`src/rtl/xor_rr_scheduler_pkg.sv`:
```
// Shared definitions for the round-robin XOR scheduler.
// Holds the result-slot state encoding and default sizing.
package xor_rr_scheduler_pkg;

    localparam int DEF_NREQ = 4;
    localparam int DEF_W    = 8;

    typedef enum logic {
        ST_EMPTY = 1'b0,
        ST_FULL  = 1'b1
    } slot_state_e;

endpackage

```
`src/rtl/xor_rr_scheduler_xor.sv`:
```
// Shared W-bit XOR datapath.
// Purely combinational, one instance behind the operand mux.
module xor_unit #(
    parameter int W = 8
) (
    input  logic [W-1:0] a_i,
    input  logic [W-1:0] b_i,
    output logic [W-1:0] y_o
);

    assign y_o = a_i ^ b_i;

endmodule

```
`src/rtl/xor_rr_scheduler.sv`:
```
// Round-robin arbiter sharing one XOR unit among NREQ requesters.
// Result is held in a single registered valid/ready slot.
module xor_rr_scheduler
    import xor_rr_scheduler_pkg::*;
#(
    parameter  int NREQ = DEF_NREQ,
    parameter  int W    = DEF_W,
    localparam int IDW  = $clog2(NREQ)
) (
    input  logic              clk,
    input  logic              rst_n,
    input  logic [NREQ-1:0]   req_valid,
    output logic [NREQ-1:0]   req_ready,
    input  logic [NREQ*W-1:0] req_a,
    input  logic [NREQ*W-1:0] req_b,
    output logic              res_valid,
    input  logic              res_ready,
    output logic [W-1:0]      res_y,
    output logic [IDW-1:0]    res_id
);

    slot_state_e    state_q;
    slot_state_e    state_d;
    logic [IDW-1:0] rr_ptr_q;
    logic [IDW-1:0] rr_ptr_d;
    logic [W-1:0]   res_y_q;
    logic [W-1:0]   res_y_d;
    logic [IDW-1:0] res_id_q;
    logic [IDW-1:0] res_id_d;

    logic           win_found;
    logic [IDW-1:0] win_idx;
    logic           slot_free;
    logic           accept;
    logic [W-1:0]   a_sel;
    logic [W-1:0]   b_sel;
    logic [W-1:0]   xor_y;

    // Scan requesters starting at rr_ptr; first valid one wins.
    always_comb begin
        int idx;
        idx       = 0;
        win_found = 1'b0;
        win_idx   = '0;
        for (int k = 0; k < NREQ; k++) begin
            idx = int'(rr_ptr_q) + k;
            if (idx >= NREQ) begin
                idx = idx - NREQ;
            end
            if (!win_found && req_valid[idx]) begin
                win_found = 1'b1;
                win_idx   = IDW'(idx);
            end
        end
    end

    assign res_valid = (state_q == ST_FULL);
    assign slot_free = (state_q == ST_EMPTY) | (res_valid & res_ready);
    // Gated by rst_n so no grant leaks out while reset is held.
    assign accept    = rst_n & slot_free & win_found;

    // One-hot grant to the winner when the slot can take a result.
    always_comb begin
        req_ready = '0;
        if (accept) begin
            req_ready[win_idx] = 1'b1;
        end
    end

    assign a_sel = req_a[int'(win_idx)*W +: W];
    assign b_sel = req_b[int'(win_idx)*W +: W];

    xor_unit #(
        .W (W)
    ) u_xor (
        .a_i (a_sel),
        .b_i (b_sel),
        .y_o (xor_y)
    );

    // Slot FSM next state; a consume plus accept stays FULL.
    always_comb begin
        state_d = state_q;
        unique case (state_q)
            ST_EMPTY: begin
                if (accept) begin
                    state_d = ST_FULL;
                end
            end
            ST_FULL: begin
                if (res_ready && !accept) begin
                    state_d = ST_EMPTY;
                end
            end
            default: state_d = ST_EMPTY;
        endcase
    end

    // Result data and pointer only move on an accept.
    always_comb begin
        res_y_d  = res_y_q;
        res_id_d = res_id_q;
        rr_ptr_d = rr_ptr_q;
        if (accept) begin
            res_y_d  = xor_y;
            res_id_d = win_idx;
            if (win_idx == IDW'(NREQ - 1)) begin
                rr_ptr_d = '0;
            end else begin
                rr_ptr_d = win_idx + 1'b1;
            end
        end
    end

    // Slot state register.
    always_ff @(posedge clk or negedge rst_n) begin
        if (!rst_n) begin
            state_q <= ST_EMPTY;
        end else begin
            state_q <= state_d;
        end
    end

    // Result payload and round-robin pointer registers.
    always_ff @(posedge clk or negedge rst_n) begin
        if (!rst_n) begin
            res_y_q  <= '0;
            res_id_q <= '0;
            rr_ptr_q <= '0;
        end else begin
            res_y_q  <= res_y_d;
            res_id_q <= res_id_d;
            rr_ptr_q <= rr_ptr_d;
        end
    end

    assign res_y  = res_y_q;
    assign res_id = res_id_q;

endmodule

```
`config.mk`:
```
export PLATFORM = sky130hd
export DESIGN_NAME = xor_rr_scheduler
export DESIGN_NICKNAME = d
export VERILOG_FILES = /design/src/rtl/xor_rr_scheduler_pkg.sv /design/src/rtl/xor_rr_scheduler_xor.sv /design/src/rtl/xor_rr_scheduler.sv
export SDC_FILE = /design/constraint.sdc
export NUM_CORES = 1
export LEC_CHECK = 0
export ABC_AREA = 0
export CAP_MARGIN = 25
export CORE_UTILIZATION = 38
export DETAILED_ROUTE_END_ITERATION = 12
export GPL_ROUTABILITY_DRIVEN = 0
export PLACE_DENSITY = 0.95
export SYNTH_ARGS = -nofsm -noshare
export SYNTH_HDL_FRONTEND = slang
export SYNTH_SLANG_ARGS = --single-unit
export TNS_END_PERCENT = 100
```
`constraint.sdc`:
```
create_clock -name clk -period 3.8 [get_ports clk]
set_input_delay 0.38 -clock clk [delete_from_list [all_inputs] [get_ports clk]]
set_output_delay 0.38 -clock clk [all_outputs]
set_load 0.05 [all_outputs]
```
* Word-level counts from Yosys, hierarchy flattened
Index checks and enable logic that the tools add are counted.
** Cells by class
- Add/subtract/negate cells :: 8
- Multipliers :: 0
- Div/mod/pow operators :: 0
- Magnitude comparators :: 10
- Eq/ne operators :: 1
- Shifts and indexed selects :: 2
- Muxes and demuxes :: 31
- Bitwise operators :: 6
- Reductions and logical operators :: 9
** Operator list (count)
- $lt 32x4->1 const B :: 4
- $mux 32 :: 4
- $shiftx 32x6->8 :: 2
- $mux 1 :: 15
- $sub 3x3->4 const B :: 3
- $mux 2 :: 5
- $ge 3x3->1 const B :: 3
- $bmux 1 s2 :: 4
- $xor 8x8->8 :: 1
- $add 2x2->3 const B :: 2
- $logic_and 1x1->1 :: 5
- $logic_not 1->1 :: 4
- $mux 4 :: 1
- $sub 2x3->4 const B :: 1
- $add 2x1->3 const B :: 1
- $and 1x1->1 :: 3
- $ge 2x3->1 const B :: 1
- $lt 2x3->1 const B :: 1
- $add 2x1->2 const B :: 1
- $demux 1 s2 :: 1
- $eq 2x2->1 const B :: 1
- $ge 2x1->1 const B :: 1
- $pmux 1 s2 :: 1
- $not 1->1 :: 1
- $or 1x1->1 :: 1
** Word-level totals
- Flip-flop bits (word level) :: 13
- Bits in latches :: 0
- Memory bits (writable) :: 0
- Memory bits (read-only) :: 0
- Output and inout bits :: 15
- Word-level logic and storage cells :: 71
- Memories kept :: 0

* Longest topological paths before layout
Gate-level depths: netlist of the first run.
- Depth in word-level cells :: 20
- Mapped depth :: 7
- Depth with buffers taken out :: 6

* By module
Synthesis of the first run repeated with hierarchy kept, for this count alone.
** Second synthesis, totals
- Cell total of the unflattened synthesis :: 113
- Area, all modules :: 1248.7 µm²
** Modules (own cells, without submodules)
- xor_rr_scheduler :: times used 1, cells each 105, area an instance 1178.6 µm²
- xor_unit :: times used 1, cells each 8, area an instance 70.1 µm²

* Worst setup path after synthesis of the first run
OpenSTA, ideal clock, no wires.
- Path type :: input port to output port
- From :: in req_valid[2]
- To :: out req_ready[1]
- Data arrival time :: 1.802 ns
- Slack :: 1.618 ns
- Stages on the path :: 5
- Buffers on the path :: 0
- Path through :: and2b_4 -> a21o_1 -> a211oi_4 -> ha_1 -> and2_1
** On the way
- Cells in the longest elaborated chain, start to end :: 18
- Elaborated cells between the ends (all ways) :: 33
** Ends and longest elaborated chain
- start: declaration :: line xor_rr_scheduler.sv:12 : input logic [NREQ-1:0] req_valid,
- $bmux 1 s2 :: line xor_rr_scheduler.sv:50 : if (!win_found && req_valid[idx]) begin
- $mux 1 (not written as such) (2 in series) :: line xor_rr_scheduler.sv:50
- $mux 1 :: line xor_rr_scheduler.sv:50
- $logic_not 1->1 :: line xor_rr_scheduler.sv:50
- $logic_and 1x1->1 :: line xor_rr_scheduler.sv:50
- $mux 1 :: line xor_rr_scheduler.sv:50
- $logic_not 1->1 :: line xor_rr_scheduler.sv:50
- $logic_and 1x1->1 :: line xor_rr_scheduler.sv:50
- [2 not listed]
- $logic_and 1x1->1 :: line xor_rr_scheduler.sv:50
- $mux 2 * :: line xor_rr_scheduler.sv:50
- net win_idx[0] :: line xor_rr_scheduler.sv:32 : logic [IDW-1:0] win_idx;
- $lt 2x3->1 (not written as such) or $ge 2x1->1 (tied branches) :: line xor_rr_scheduler.sv:66 : req_ready[win_idx] = 1'b1;
- $logic_and 1x1->1 (not written as such) :: line xor_rr_scheduler.sv:66
- $mux 1 (not written as such) :: line xor_rr_scheduler.sv:66
- $demux 1 s2 * :: line xor_rr_scheduler.sv:66
- $mux 4 * :: line xor_rr_scheduler.sv:65 : if (accept) begin
- end: declaration :: line xor_rr_scheduler.sv:13 : output logic [NREQ-1:0] req_ready,
Mark *: on every way through the listed nets, which the timed path passes. The rest lies on a longest branch. The select of a mux whose other input is x is not followed.

* Final worst setup path of the first run
- From :: in req_valid[0]
- To :: out req_ready[1]
The elaborated chain is that of the path after synthesis.

==> results.py, run 1 <==
metrics = {
    "status": {
        "status": "finished, final reports clean",
    },
    "worst_setup_path": {
        "critical_path_class": "in2out",
        "max_stage_delay_ns": 0.80,
        "path_max_fanout": 11,
        "end_kind": "output port",
        "crit_buf_inv": 3,
        "timing.critical_path.slowest_stage_cell": "sky130_fd_sc_hd__clkdlybuf4s50_1",
        "worstPathCellList": "clkdlybuf4s50_1, or2b_4, a21oi_4, nor2_4, clkinv_4, ha_1, and2_1, clkdlybuf4s50_1",
        "cp_data_required_time_ns": 3.42,
        "critical_path_arrival_ns": 2.83,
        "timing.critical_path.max_delay_family": "buffers and inverters",
        "cp-start-kind": "input pin",
        "library_cell_appearing_most_often_on_the_critical_path": "sky130_fd_sc_hd__clkdlybuf4s50_1",
    },
    "placed_design": {
        "place.detailed.hpwl_um": 2966,
        "port_buffers": 85,
        "place_area_um2": 2155,
    },
    "power_and_ir_drop": {
        "p_int_mw": 0.5212,
        "sw_frac_of_total_pct": 49.19,
        "share_seq_of_total_power_pct": 23.7,
        "power.density_nw_per_um2": 470.3,
        "pwr-share-comb_pct": 67.2,
        "power.clock.fraction_pct": 9.1,
        "power_switching_mw": 0.5046,
        "power.leakage_nw": 0.8507,
        "vdd.ir_drop.worst_uv": 257.6,
    },
    "clock_network": {
        "cts_hold_buf": 0,
        "clkLatencyLatePin_ns": 0.29,
        "cts-root-to-sink-buffers": 2,
        "clock_buffer_count_from_cts": 3,
        "clkTransAtPathRegs_ns": 0.09,
        "postCtsSetupBuffers": 0,
        "cts_tree": "built",
        "cts_htree_levels": 1,
        "numClockSinks": 13,
        "clk_root_buffer_cell": "sky130_fd_sc_hd__clkbuf_4",
        "postCtsResizedCells": 0,
    },
    "grt": {
        "gr-total-overflow": 0,
        "maximum_number_of_pins_on_one_net_before_global_route_repair": 22,
        "gr-usage-all-layers_pct": 21.85,
        "first_global_vias": 1279,
        "grt_antenna_before_repair": 0,
        "grt_first_pass_wirelength_um": 5582,
    },
    "yosys": {
        "synth.top_cell.area_share_pct": 25.90,
        "synth_compound_area_share_pct": 25.20,
        "synth_fa_ha_area_share_pct": 3.984,
        "syn-cell-area_um2": 1256,
        "synth_commonest_cells": "sky130_fd_sc_hd__xnor2_1, sky130_fd_sc_hd__xor2_1, sky130_fd_sc_hd__dfrtp_1",
        "synthesis.nets": 203,
        "yosysWarnings": 0,
        "yosysTopAreaCell": "sky130_fd_sc_hd__dfrtp_1",
        "synth-simple-area-share_pct": 18.43,
        "post_synth_main_area_contributors": "sky130_fd_sc_hd__dfrtp_1, sky130_fd_sc_hd__xnor2_1, sky130_fd_sc_hd__xor2_1",
        "async_flop_share_pct": 100.0,
        "post_synth_mux_area_share_pct": 0,
        "syn_inst": 128,
        "yosysSeqAreaShare_pct": 25.90,
        "edff_count_synth": 0,
        "synth.distinct_cells": 33,
        "ys_ff_latch": 13,
        "synth_top_flop_cell": "sky130_fd_sc_hd__dfrtp_1",
        "postSynthAreaPerCell_um2": 9.814,
        "synth-xor-area-share_pct": 22.31,
        "synth_top_family_by_area": "compound AO/OA/AOI/OAI gates",
    },
    "detailed_routing": {
        "antenna_left": 0,
        "route.detailed.wl_per_inst_um": 13.84,
        "detail_route.vias_per_cell": 5.184,
        "via_count": 1353,
        "drc_errors": 0,
        "first_iter_violations": 35,
        "routed_wl_um": 3613,
        "drt_first_pass_iters": 4,
    },
    "timing": {
        "worst_slew_margin_rel_pct": 45.96,
        "timing.final.max_slew_violations": 0,
        "finalCritPeriodShare_pct": 84.46,
        "totalNegativeSetupSlack_ns": 0,
        "grt_setup_unrepaired": "no",
        "setup_viol_count_final": 0,
        "timing.final.hold_violations": 0,
        "worst_slew_pin_tran_ns": 0.8106,
        "worst_hold_slack_ns": 0.4790,
        "fmax_mhz": 311.6,
        "final_period_minus_worst_setup_slack_ns": 3.209,
        "setup_skew_ns": 0.003366,
    },
    "floorplan": {
        "die-area_um2": 3540,
        "core_area_um2": 3103,
        "std_cell_rows": 20,
        "fp.dieH_um": 59.50,
        "floorplan.die.width_um": 59.50,
        "starting_density_pct": 40.48,
        "boundaryPins": 86,
    },
    "worst_hold_path": {
        "worst_hold_path_type": "in2async",
    },
    "final_layout": {
        "num_antenna_cells": 0,
        "post_route_cells_drive_above_1_share_pct": 10.14,
        "synthToLayoutAreaGrowth_pct": 73.61,
        "post-route-util_pct": 70.28,
        "nets": 293,
        "final_area_um2": 2181,
    },
    "flow_run": {
        "maxCapViolCount": 0,
    },
}
-- cell families after synthesis --
family	after synthesis
xor gates and xnor gates	32
AOI/OAI and AO/OA	34
buffers and inverters	7
DFF	13
adders and majority gates	4
and+or+nand+nor	38
-- per-stage QoR --
stage | std cells | worst slack (ns) | power, mW
final | 261 | 0.5907 | 1.026
after global routing | 261 | 0.4708 | 1.083
after CTS | 261 | 0.5862 | 1.027
after detailed placement | 257 | 0.5907 | 0.9355
after global placement | 257 | 0.6270 | 0.9219
after floorplan | 128 | 1.618 | 0.6835
-- worst paths after layout --
check	from	end	slack [ns]	depth (start not counted)
min in group clk	res_id[1]	res_id[1]	0.50	2
max in group asynchronous	rst_n	res_y[7]	3.15	2
worst max register to register	rr_ptr_q[1]	res_y[0]	1.81	6
worst min register to register	res_id[1]	res_id[1]	0.50	2
worst min-delay path	rst_n	res_id[1]	0.48	2
worst max-delay path	req_valid[0]	req_ready[1]	0.59	8
-- flip-flops by register name (all words and copies together) (netlist names) --
register,cells
res_valid,1
rr_ptr_q,2
res_id,2
res_y,8
-- metal layers --
metal | global-route usage (%) | up-vias | part of all wire (%)
li1 | - | 648 | -
met1 | 26.11 | 632 | 41
met2 | 37.40 | 66 | 50
met3 | 3.930 | 7 | 6.6
met4 | 10.96 | 0 | 2.3
met5 | 0 | - | 0
-- layout make-up --
class / instances / area [um2]
Clock buffer: 4 / 26.28
Fill cell: 244 / 922.1
Inverter: 4 / 22.52
Multi-Input combinational cell: 108 / 878.3
Sequential cell: 13 / 325.3
Tap cell: 44 / 55.05
Timing Repair Buffer: 88 / 873.3
-- power by group through the flow --
stage / Sequential [mW] / Combinational [mW] / Clock, mW
CTS: 0.242 / 0.694 / 0.0919
detailed placement: 0.242 / 0.694 / 0
global route: 0.250 / 0.736 / 0.0978
floorplan: 0.400 / 0.284 / 0
global placement: 0.243 / 0.679 / 0
finish: 0.243 / 0.689 / 0.0938
-- layout by cell type, fill, tap and decap left out, types with 2 or more instances in the layout --
cell and count:
sky130_fd_sc_hd__and2_1 4, sky130_fd_sc_hd__dfrtp_1 13, sky130_fd_sc_hd__nor3_1 8, sky130_fd_sc_hd__nand3_1 8, sky130_fd_sc_hd__a21o_1 2, sky130_fd_sc_hd__clkdlybuf4s50_1 85
sky130_fd_sc_hd__or2b_2 2, sky130_fd_sc_hd__o21ai_0 9, sky130_fd_sc_hd__xnor2_1 16, sky130_fd_sc_hd__ha_1 4, sky130_fd_sc_hd__clkbuf_4 3, sky130_fd_sc_hd__a2111oi_1 8
sky130_fd_sc_hd__a221o_1 8, sky130_fd_sc_hd__a211oi_4 2, sky130_fd_sc_hd__buf_4 3, sky130_fd_sc_hd__nor2_1 3, sky130_fd_sc_hd__xor2_1 16, sky130_fd_sc_hd__nand2_1 6
Note: power is estimated with default switching activity, not from simulation.
==> inputs of run 2 (changes only) <==
Settings changed: CORE_UTILIZATION 38 to 36, PLACE_DENSITY 0.95 to 0.92.
Clock period 3.8 ns to 3.25 ns, I/O delays scaled along.
==> results.py, run 2 (synthesized netlist as in run 1, its figures left out) <==
metrics = {
    "clock_network": {
        "clock_buffer_count_from_cts": 3,
        "postCtsSetupBuffers": 0,
        "clk_root_buffer_cell": "sky130_fd_sc_hd__clkbuf_4",
        "clkLatencyLatePin_ns": 0.28,
        "clkTransAtPathRegs_ns": 0.09,
        "postCtsResizedCells": 0,
        "cts_hold_buf": 0,
        "cts_htree_levels": 1,
        "numClockSinks": 13,
        "cts-root-to-sink-buffers": 2,
        "cts_tree": "built",
    },
    "final_layout": {
        "layout.cells.most_common": "sky130_fd_sc_hd__clkdlybuf4s50_1",
        "layout.cells.most_common_list": "sky130_fd_sc_hd__clkdlybuf4s50_1, sky130_fd_sc_hd__xnor2_1, sky130_fd_sc_hd__xor2_1",
        "post_route_cells_drive_above_1_share_pct": 12.39,
        "max_reg_flops": 8,
        "synthToLayoutAreaGrowth_pct": 75.60,
        "fillCellCount": 280,
        "post-route-util_pct": 66.10,
        "nets": 294,
        "final_area_um2": 2206,
        "num_antenna_cells": 0,
    },
    "floorplan": {
        "fp.dieH_um": 61.07,
        "std_cell_rows": 21,
        "boundaryPins": 86,
        "core_area_um2": 3337,
        "die-area_um2": 3730,
        "floorplan.die.width_um": 61.07,
        "starting_density_pct": 37.65,
    },
    "timing": {
        "grt_setup_unrepaired": "no",
        "setup_viol_count_final": 0,
        "totalNegativeSetupSlack_ns": 0,
        "timing.final.hold_violations": 0,
        "worst_slew_pin_tran_ns": 0.6655,
        "fmax_mhz": 390.1,
        "worst_slew_margin_rel_pct": 55.63,
        "setup_slack_ns": 0.6868,
        "final_period_minus_worst_setup_slack_ns": 2.563,
        "finalCritPeriodShare_pct": 78.87,
        "setup_skew_ns": 0.005950,
        "timing.final.max_slew_violations": 0,
    },
    "grt": {
        "gr-usage-all-layers_pct": 21.08,
        "grt_first_pass_wirelength_um": 5658,
        "first_global_vias": 1274,
        "met3_usage_pct": 3.571,
        "grt_busiest_layer": "met2",
        "global_route.usage.met1_pct": 25.71,
        "grt_use_met2_pct": 37.11,
        "maximum_number_of_pins_on_one_net_before_global_route_repair": 18,
        "gr-total-overflow": 0,
        "grt_antenna_before_repair": 0,
    },
    "power_and_ir_drop": {
        "power.density_nw_per_um2": 545.6,
        "vdd.ir_drop.worst_uv": 303.7,
        "p_total_mw": 1.204,
        "power.leakage_nw": 0.8683,
    },
    "detailed_routing": {
        "detail_route.vias_per_cell": 5.087,
        "drc_errors": 0,
        "first_iter_violations": 64,
        "routed_wl_um": 3651,
        "antenna_left": 0,
        "drt_first_pass_iters": 4,
        "via_count": 1343,
        "route.detailed.wl_per_inst_um": 13.83,
    },
    "worst_setup_path": {
        "cp_data_required_time_ns": 2.92,
        "worstReg2RegStart": "rr_ptr_q[1]",
        "critical_path_class": "in2out",
        "cp_startpoint": "req_valid[0]",
        "path_max_fanout": 11,
        "critical_path_arrival_ns": 2.24,
        "end_kind": "output port",
        "cp-start-kind": "input pin",
    },
    "placed_design": {
        "place.detailed.hpwl_um": 3078,
        "place_area_um2": 2180,
        "port_buffers": 85,
        "detailedPlace.worstSlack_ns": 0.7071,
    },
    "status": {
        "status": "finished, final reports clean",
    },
    "flow_run": {
        "maxCapViolCount": 0,
    },
    "worst_hold_path": {
        "worst_hold_path_type": "in2async",
    },
}
## run 2: layout make-up
| type | instances | area (um2) | share of cell area (%) |
|---|---|---|---|
| Timing Repair Buffer | 89 | 895.9 | 40.61 |
| Multi-Input combinational cell | 108 | 878.3 | 39.82 |
| Sequential cell | 13 | 325.3 | 14.75 |
| Tap cell | 46 | 57.56 | 2.609 |
| Clock buffer | 4 | 26.28 | 1.191 |
| Inverter | 4 | 22.52 | 1.021 |
## run 2: metal layers
layer  vias to the layer above  share of wire (%)
met5                         -                  0
met4                         0                2.1
met3                         9                6.1
met2                        67                 54
met1                       618                 38
li1                        649                  -
## run 2: worst max-delay path, stage by stage
cell	delay, ns
sky130_fd_sc_hd__clkdlybuf4s50_1	0.54
sky130_fd_sc_hd__nand2_1	0.13
sky130_fd_sc_hd__a211oi_4	0.51
sky130_fd_sc_hd__nor2_4	0.15
sky130_fd_sc_hd__clkinv_4	0.13
sky130_fd_sc_hd__ha_1	0.14
sky130_fd_sc_hd__and2_1	0.12
sky130_fd_sc_hd__buf_4	0.19
## run 2: metrics by stage
stage | cells | hold WS (ns)
after floorplan | 128 | 0.02941
after global placement | 260 | 0.4667
after detailed placement | 260 | 0.4733
after CTS | 264 | 0.4213
after global routing | 264 | 0.4426
final | 264 | 0.4167
## run 2: path summary, 6_finish.rpt
path	to	slack [ns]	cells after the start
max	req_ready[0]	0.69	8
min	rr_ptr_q[0]	0.42	2
max reg2reg	res_y[4]	1.22	5
min reg2reg	res_id[0]	0.49	1
max in group asynchronous	res_y[4]	2.67	2
min in group clk	res_id[0]	0.49	1
## run 2: power breakdown
| part | switching (mW) | leakage [nW] | internal, mW |
|---|---|---|---|
| clock network | 0.0572 | 0.0150 | 0.0477 |
| logic | 0.477 | 0.695 | 0.340 |
| registers | 0.0528 | 0.158 | 0.228 |
| total | 0.587 | 0.868 | 0.616 |
==> inputs of run 3 (changes only) <==
Settings changed: CORE_UTILIZATION 36 to 32, PLACE_DENSITY 0.92 to 0.87.
Clock period 3.25 ns to 2.15 ns, I/O delays scaled along.
==> results.py, run 3 (synthesized netlist as in run 1, its figures left out) <==
metrics = {
    "floorplan": {
        "boundaryPins": 86,
        "fp.dieH_um": 64.66,
        "std_cell_rows": 22,
        "starting_density_pct": 33.80,
        "floorplan.die.width_um": 64.66,
        "core_area_um2": 3716,
        "die-area_um2": 4180,
    },
    "worst_hold_path": {
        "worst_hold_path_type": "in2async",
    },
    "worst_setup_path": {
        "cp-start-kind": "flip-flop",
        "cp_data_required_time_ns": 1.93,
        "end_kind": "output port",
        "worstPathCellList": "and2b_4, a21o_1, a211oi_4, inv_4, ha_2, and2_4, buf_8",
        "critical_path_class": "reg2out",
        "crit_buf_inv": 2,
        "timing.critical_path.max_delay_family": "compound AO/OA/AOI/OAI gates",
        "max_stage_delay_ns": 0.38,
        "critical_path_arrival_ns": 1.90,
        "path_max_fanout": 4,
        "timing.critical_path.slowest_stage_cell": "sky130_fd_sc_hd__dfrtp_1",
    },
    "power_and_ir_drop": {
        "power.clock.fraction_pct": 10.7,
        "power.density_nw_per_um2": 846.4,
        "share_seq_of_total_power_pct": 21.4,
        "power_switching_mw": 0.9195,
        "power.leakage_nw": 0.9570,
        "vdd.ir_drop.worst_uv": 395.3,
        "p_total_mw": 2.009,
        "pwr-share-comb_pct": 67.9,
        "p_int_mw": 1.089,
        "sw_frac_of_total_pct": 45.77,
    },
    "final_layout": {
        "nets": 309,
        "num_antenna_cells": 0,
        "post_route_cells_drive_above_1_share_pct": 20.17,
        "final_area_um2": 2374,
        "synthToLayoutAreaGrowth_pct": 88.94,
        "multiInputGateArea_um2": 889.6,
        "layout.cells.most_common_list": "sky130_fd_sc_hd__clkdlybuf4s50_1, sky130_fd_sc_hd__buf_4, sky130_fd_sc_hd__xnor2_1, sky130_fd_sc_hd__xor2_1, sky130_fd_sc_hd__dfrtp_1",
        "layout.cells.most_common": "sky130_fd_sc_hd__clkdlybuf4s50_1",
        "area.sequential_um2": 326.6,
        "max_reg_flops": 8,
        "instances_no_fill": 281,
        "fillCellCount": 315,
    },
    "timing": {
        "final_period_minus_worst_setup_slack_ns": 2.117,
        "grt_setup_unrepaired": "yes",
        "setup_skew_ns": 0.003031,
        "worst_hold_slack_ns": 0.3326,
        "worst_slew_pin_tran_ns": 0.5260,
        "timing.final.hold_violations": 0,
        "setup_viol_count_final": 0,
        "worst_slew_margin_rel_pct": 64.83,
        "fmax_mhz": 472.5,
        "timing.final.max_slew_violations": 0,
        "finalCritPeriodShare_pct": 98.45,
    },
    "detailed_routing": {
        "detail_route.vias_per_cell": 4.964,
        "drt_first_pass_iters": 4,
        "drc_errors": 0,
        "first_iter_violations": 48,
        "routed_wl_um": 3765,
        "antenna_left": 0,
        "route.detailed.wl_per_inst_um": 13.40,
        "via_count": 1395,
    },
    "grt": {
        "first_global_vias": 1406,
        "maximum_number_of_pins_on_one_net_before_global_route_repair": 22,
        "grt_first_pass_wirelength_um": 6009,
        "grt_antenna_before_repair": 0,
        "gr-total-overflow": 0,
        "gr-usage-all-layers_pct": 18.72,
    },
    "clock_network": {
        "numClockSinks": 13,
        "clock_buffer_count_from_cts": 3,
        "cts-root-to-sink-buffers": 2,
        "cts_htree_levels": 1,
        "clkTransAtPathRegs_ns": 0.06,
        "clk_root_buffer_cell": "sky130_fd_sc_hd__clkbuf_8",
        "cts_tree": "built",
        "clkLatencyLatePin_ns": 0.24,
    },
    "placed_design": {
        "port_buffers": 85,
        "place.detailed.hpwl_um": 3161,
        "place_area_um2": 2285,
        "post-place-cells": 274,
    },
    "status": {
        "status": "finished, final reports clean",
    },
    "flow_run": {
        "maxCapViolCount": 0,
    },
}
## run 3: cell types whose count changed in the layout (fill, tap and decap cells not counted), sizes merged
cell,previous run,this run
buf,8,23
clkdlybuf4s50,81,79
dlygate4sd2,0,2
## run 3: final timing paths
kind | start | endpoint | slack [ns] | depth (start not counted)
hold reg to reg | res_id[1] | res_id[1] | 0.49 | 2
min in group clk | res_id[1] | res_id[1] | 0.49 | 2
max in group asynchronous | rst_n | rr_ptr_q[1] | 1.64 | 2
hold / removal | rst_n | res_valid | 0.33 | 2
setup reg to reg | rr_ptr_q[0] | res_y[6] | 0.19 | 8
setup / recovery | rr_ptr_q[0] | req_ready[2] | 0.03 | 7
## run 3: routing by layer
layer  track usage [%]  vias up  part of all wire (%)
met2             36.84       66                    55
met4             5.556        0                   2.1
met1             19.21      641                    35
li1                  -      679                     -
met3             4.401        9                   8.3
met5                 0        -                     0
## run 3: through the flow
step	util (%)	worst slack, ns	TNS (ns)
after floorplan	-	0.1415	0
after detailed placement	61.48	-0.1011	-0.4992
final	63.87	0.03339	0
after global placement	61.48	-0.05334	-0.1065
after global routing	63.87	-0.02597	-0.07928
after CTS	63.06	0.04207	0
## run 3: area by class of cell
| cell class | instances | share of cell area (%) |
|---|---|---|
| Inverter | 4 | 0.9489 |
| Tap cell | 48 | 2.530 |
| Clock buffer | 4 | 1.898 |
| Multi-Input combinational cell | 108 | 37.48 |
| Timing Repair Buffer | 104 | 43.38 |
| Sequential cell | 13 | 13.76 |
## run 3: what timing repair did
| action | 4_1_cts | 5_1_grt |
|---|---|---|
| pin swaps | 1 | 2 |
| gates resized for setup | 3 | 7 |
| setup endpoints to repair | 4 | 3 |
| buffers inserted | 2 | 1 |
| hold buffers | 0 | 0 |
## run 3: worst reg2reg max path: cells and delay by family, from the launching register on
| kind | cells | cell delay, ns |
|---|---|---|
| AND/OR/NAND/NOR | 1 | 0.27 |
| flip-flops | 1 | 0.40 |
| buffers and inverters | 3 | 0.46 |
| AO/OA/AOI/OAI | 4 | 0.78 |
## run 3: power groups by stage
stage	sequential [mW]	clock [mW]	combinational [mW]
after detailed placement	0.424	0	1.33
after global placement	0.424	0	1.31
final	0.430	0.215	1.36
after CTS	0.427	0.220	1.35
after floorplan	0.706	0	0.502
after global routing	0.443	0.233	1.45
